`src/rtl/mem_array_clr.sv`:
```
// rtl/mem_array_clr.sv - single-port data memory with a word-per-clock clear sequencer and debug read port
// Optional build macro MEM_RDREG_EN registers dout (1-cycle read latency, read-before-write).
module mem_array_clr #(
  parameter int DW = 8,
  parameter int AW = 8
) (
  input  logic          clk,
  input  logic          rst,
  input  logic [DW-1:0] din,
  input  logic [AW-1:0] addr,
  input  logic          we,
  input  logic          clr,
  output logic [DW-1:0] dout,
  output logic          ready,
  input  logic [AW-1:0] dbg_addr,
  output logic [DW-1:0] dbg_dout
);

  localparam int DEPTH = 2 ** AW;

  typedef enum logic {IDLE, CLEAR} state_t;

  state_t        state;
  logic [AW-1:0] ptr;
  logic [DW-1:0] mem [DEPTH];

  // Sequencer: ready is registered and tracks state (1 only in IDLE).
  always_ff @(posedge clk or negedge rst) begin
    if (!rst) begin
      state <= CLEAR;
      ptr   <= '0;
      ready <= 1'b0;
    end else begin
      case (state)
        CLEAR: begin
          if (clr) begin
            ptr <= '0;
          end else begin
            ptr <= ptr + 1'b1;
            if (ptr == {AW{1'b1}}) begin
              state <= IDLE;
              ready <= 1'b1;
            end
          end
        end
        default: begin
          if (clr) begin
            state <= CLEAR;
            ptr   <= '0;
            ready <= 1'b0;
          end
        end
      endcase
    end
  end

  // Array storage is deliberately not reset; the sequencer zeroes it after release.
  always_ff @(posedge clk) begin
    if (state == CLEAR) begin
      mem[ptr] <= '0;
    end else if (we && !clr) begin
      mem[addr] <= din;
    end
  end

  assign dbg_dout = mem[dbg_addr];

`ifdef MEM_RDREG_EN
  always_ff @(posedge clk or negedge rst) begin
    if (!rst) begin
      dout <= '0;
    end else begin
      dout <= ready ? mem[addr] : '0;
    end
  end
`else
  assign dout = ready ? mem[addr] : '0;
`endif

endmodule

```
`config.mk`:
```
export PLATFORM = sky130hd
export DESIGN_NAME = mem_array_clr
export DESIGN_NICKNAME = d
export VERILOG_FILES = /design/src/rtl/mem_array_clr.sv
export SDC_FILE = /design/constraint.sdc
export NUM_CORES = 2
export LEC_CHECK = 0
export BUFFER_PORTS_ARGS = -buffer_cell sky130_fd_sc_hd__buf_2
export CAP_MARGIN = 10
export CORE_ASPECT_RATIO = 0.75
export CORE_MARGIN = 3
export CORE_UTILIZATION = 58
export CTS_CLUSTER_DIAMETER = 200
export DETAILED_ROUTE_END_ITERATION = 7
export HOLD_SLACK_MARGIN = 0.03
export PLACE_DENSITY = 0.76
export SLEW_MARGIN = 15
export SYNTH_ARGS = -nofsm -noshare
export SYNTH_HDL_FRONTEND = slang
export SYNTH_SLANG_ARGS = --single-unit
```
`constraint.sdc`:
```
create_clock -name clk -period 4.8 [get_ports clk]
set_input_delay 0.24 -clock clk [delete_from_list [all_inputs] [get_ports clk]]
set_output_delay 0.24 -clock clk [all_outputs]
set_load 0.01 [all_outputs]
```
== Word-level counts from Yosys, hierarchy flattened ==
Memories as Yosys holds them, arrays and structs flattened.
Index checks and enable logic that the tools add are counted.

* Flip-flop bits (word level): 10
* Memory bits (writable): 2048
* Input port bits: 28
* Output and inout bits: 17
* Logic and storage cells: 33
* Memories: 1

{| class="wikitable"
|+ Memories
! memory !! depth !! width !! read ports !! clocked after memory_dff !! wr ports !! RTL line !! RTL
|-
| mem || 256 || 8 || 2 || 0 || 1 || 25 || <nowiki>logic [DW-1:0] mem [DEPTH];</nowiki>
|}

* Add/sub/neg operators: 1
* Equality and inequality tests: 2
* Multiplexer cells: 20
* Reductions and logical operators: 6

{| class="wikitable"
|+ Operator list
! kind !! count
|-
| two-way mux 8 bit || 6
|-
| two-way mux 1 bit || 14
|-
| adder 8 x 1 -> 8 bit, second input constant || 1
|-
| equality test 8 bit, second input constant || 1
|-
| OR reduction 8 bit || 1
|-
| nonzero test 2 bit || 2
|-
| AND reduction 3 bit || 1
|-
| inequality test 2 bit, second input constant || 1
|-
| logical AND 1 bit || 1
|-
| logical NOT 1 bit || 1
|}

== Longest topological paths before layout ==
* Depth in word-level cells: 7
* Gate-level depth with buffers: 12
* Gate-level depth less buffers: 7

== Worst setup path before layout ==
Ideal clock, no wire load.

* Path kind: input to register
* Start: input clr
* End: memory mem[0][0], data pin
* Library setup time: 0.869 ns
* Arrival time: 4.160 ns
* Data required time: 3.931 ns
* Setup slack: -0.230 ns
* Cell stages on the path: 4
* Path buffers: 1
* Cells stage by stage: nand2b_1 > nor2_1 > clkbuf_1 > and2_1

* Word-level cells in the longest chain between the ends: 7

{| class="wikitable"
|+ Ends and longest elaborated chain
! item !! RTL line !! RTL
|-
| start, declared || 12 || <nowiki>input logic clr,</nowiki>
|-
| logical NOT 1 bit || 61 || <nowiki>end else if (we && !clr) begin</nowiki>
|-
| logical AND 1 bit || 61 ||
|-
| two-way mux 1 bit || 61 ||
|-
| two-way mux 1 bit || 59 || <nowiki>if (state == CLEAR) begin</nowiki>
|-
| two-way mux 1 bit (not written as such) || 62 || <nowiki>mem[addr] <= din;</nowiki>
|-
| OR reduction 8 bit (no line) || - ||
|-
| two-way mux 8 bit (no line) || - ||
|-
| end, declared || 25 ||
|}

Every way passes these cells.

==> flow_summary.json <==
{
  "ys.warnings.count": 0,
  "cp_data_required_time_ps": 4560,
  "cp-end-kind": "output pin",
  "io_pins": 45,
  "cellLeakagePower_nw": 37.2,
  "antenna_found_initial": 22,
  "avgSynthCellArea_um2": 18.8,
  "syn_inst": 5160,
  "syn_nets": 5189,
  "fillers": 11100,
  "crit_path_max_fanout": 2,
  "finalSetupTns_ps": 0,
  "start_kind": "flip-flop",
  "dr.pass1.iters": 8,
  "synth.distinct_cells": 67,
  "slew_headroom_pct": 16.9,
  "clock_latency_ps": 850,
  "vias_per_cell": 7.78,
  "syn2layout_area_growth_pct": 10.3,
  "nNetsFinal": 5335,
  "drtIter0Drc": 11000,
  "crit_top_cell": "o22ai_1",
  "clkSinkCount": 2058,
  "final_core_util_pct": 64.7,
  "core_um2": 166000,
  "post_drt_wl_per_cell_um": 41.3,
  "hold_violations": 0,
  "period_minus_slack_ps": 4510,
  "drive_gt1_share_pct": 29.8,
  "synth-async-reset-ratio_pct": 0.486,
  "rsz0062_at_grt": "false",
  "route.detailed.drc": 0,
  "grt.total_usage_pct": 36.9,
  "crit_arrival_ps": 4270,
  "clk_pin_slew_ps": 60,
  "grt_pass1_wl_um": 447000,
  "cts.repair.resized": 0,
  "io_buffers": 44,
  "multi_input_area_um2": 33000,
  "worst_hold_path_type": "in2reg",
  "rows": 129,
  "fin_crit_sh_pct": 93.9,
  "tightest_slew_ps": 1240,
  "wirelength_um": 318000,
  "cpPeakStageDelay_ps": 1000,
  "maxCapViolCount": 0,
  "cts_tree": "built",
  "grt_pass1_vias": 57900,
  "drv_slew": 0,
  "path_class": "reg2out",
  "worst-path-buf-inv": 1,
  "root_buffer": "clkbuf_16",
  "irDropWorstVdd_mv": 0.331,
  "postCtsSetupBuffers": 0,
  "place_hpwl_um": 213000,
  "die_h_um": 360,
  "dieArea_um2": 172000,
  "skew_ps": 23.4,
  "globalplace.congestion": 0.991,
  "netlist_area_um2": 97100,
  "initial_utilization_pct": 58.6,
  "path_cells": "mux4_2, nor2b_1, a2111oi_0, o22ai_1, nand4_1, o22ai_1, buf_2",
  "crit_family": "compound AO/OA/AOI/OAI gates",
  "critPathSlowestCell": "a2111oi_0",
  "powerDensity_nw_per_um2": 351,
  "yosysSeqAreaShare_pct": 63.6,
  "clockBufferDepth": 3,
  "num_vias": 59900,
  "synth_edf_count": 2048,
  "cts-buffers-inserted": 189,
  "ctsHtreeMaxLevel": 4,
  "ys.flop_type": "edfxtp_1",
  "status": "completed",
  "fp.dieW_um": 478,
  "fmax_ghz": 0.222,
  "regArea_um2": 61800,
  "ant_nets": 0,
  "setup_violations": 0,
  "grt_max_degree": 141,
  "overflow": 0,
  "ys_ff_latch": 2058
}
-- layout by cell type (no fill, tap or decap), types with 71 or more instances in the layout --
cell type | synthesis | routed
buf_4 | 48 | 273
nand2_1 | 184 | 183
o22ai_1 | 71 | 71
a21oi_1 | 102 | 102
mux4_2 | 954 | 954
mux2i_1 | 357 | 357
nor2_1 | 330 | 320
edfxtp_1 | 2048 | 2048
o221ai_1 | 105 | 105
clkbuf_16 | 0 | 191
-- report_power, final --
part / total (mW) / internal (mW) / switching, mW
registers: 19.5 / 19.5 / 0.0161
clock network: 15.2 / 8.37 / 6.83
logic: 2.89 / 1.07 / 1.82
total: 37.6 / 28.9 / 8.66
-- kinds of logic (layout without fill, tap and decap cells) --
logic type	count (synthesis)	count (layout)	synth area share [%]
DFF	2058	2058	63.6
muxes	1322	1322	25.9
and+or+nand+nor	736	736	3.35
AOI/OAI and AO/OA	610	610	4.54
buffers and inverters	427	718	2.53
xor gates and xnor gates	6	6	0.0541
adders and majority gates	1	1	0.0129
other	0	18	0
-- synthesized netlist by cell type, types with 55 or more instances --
cell / instances / area (um2)
mux4_2: 954 / 21500
mux2i_1: 357 / 3570
nand3_1: 59 / 295
buf_2: 113 / 566
a22oi_1: 58 / 435
nand2_1: 184 / 691
clkbuf_1: 161 / 604
o21ai_0: 55 / 275
o22ai_1: 71 / 444
nor2_1: 330 / 1240
a21oi_1: 102 / 510
edfxtp_1: 2048 / 61500
o221ai_1: 105 / 920
-- worst reg2reg max path, stage by stage, from the launching register on --
cell and delay, ps:
dfstp_2 440, or2_2 460, o31ai_1 690, nand2_1 770, nor2_1 1090
-- flip-flops by register name, summed over array words and instances (netlist names) --
name and count:
mem 2048, ptr 8, ready 1, state 1
-- worst paths after layout --
| kind | startpoint | endpoint | cells past startpoint | slack (ps) |
|---|---|---|---|---|
| hold reg to reg | state | state | 1 | 620 |
| setup reg to reg | state | mem[22][0] | 4 | 960 |
| hold / removal | din[2] | mem[176][2] | 2 | 70 |
| min in group asynchronous | rst | state | 3 | 610 |
| setup / recovery | mem[8][4] | dout[4] | 7 | 290 |
| max in group asynchronous | rst | ptr[7] | 4 | 3300 |
-- cell type report --
class                           instances  share of cell area (%)
Inverter                                5                  0.0245
Tap cell                             2227                    2.60
Multi-Input combinational cell       2675                    30.8
Clock inverter                        107                    1.04
Clock buffer                          229                    4.60
Sequential cell                      2058                    57.6
Antenna cell                           18                  0.0421
Timing Repair Buffer                  377                    3.26
-- per-layer routing --
metal / wire (um) / share of wire, % / up-vias / GRT usage (%)
met5: 294 / 0.093 / - / 0.654
met3: 58300 / 18 / 872 / 17.0
met2: 135000 / 42 / 5555 / 50.9
met4: 15800 / 5.0 / 14 / 15.3
li1: - / - / 22400 / -
met1: 109000 / 34 / 31000 / 51.2
-- repair_timing --
| action | in CTS | in global routing |
|---|---|---|
| hold endpoints to repair | 130 | 0 |
| endpoints found under the setup margin | 0 | 0 |
| hold buffers | 9 | 0 |
-- stage by stage --
stage | area (um2) | std cells | setup WS [ps] | power [mW] | hold slack [ps]
4_1_cts | 107000 | 7678 | 558 | 37.5 | 61.2
3_3_place_gp | 101000 | 7333 | 695 | 22.6 | 118
6_report | 107000 | 7696 | 291 | 37.6 | 68.5
2_1_floorplan | 97100 | 5160 | 1590 | 21.6 | -55.6
3_5_place_dp | 101000 | 7333 | 590 | 22.6 | 123
5_1_grt | 107000 | 7679 | 320 | 38.3 | 98.1
Note: power is estimated with default switching activity, not from simulation.
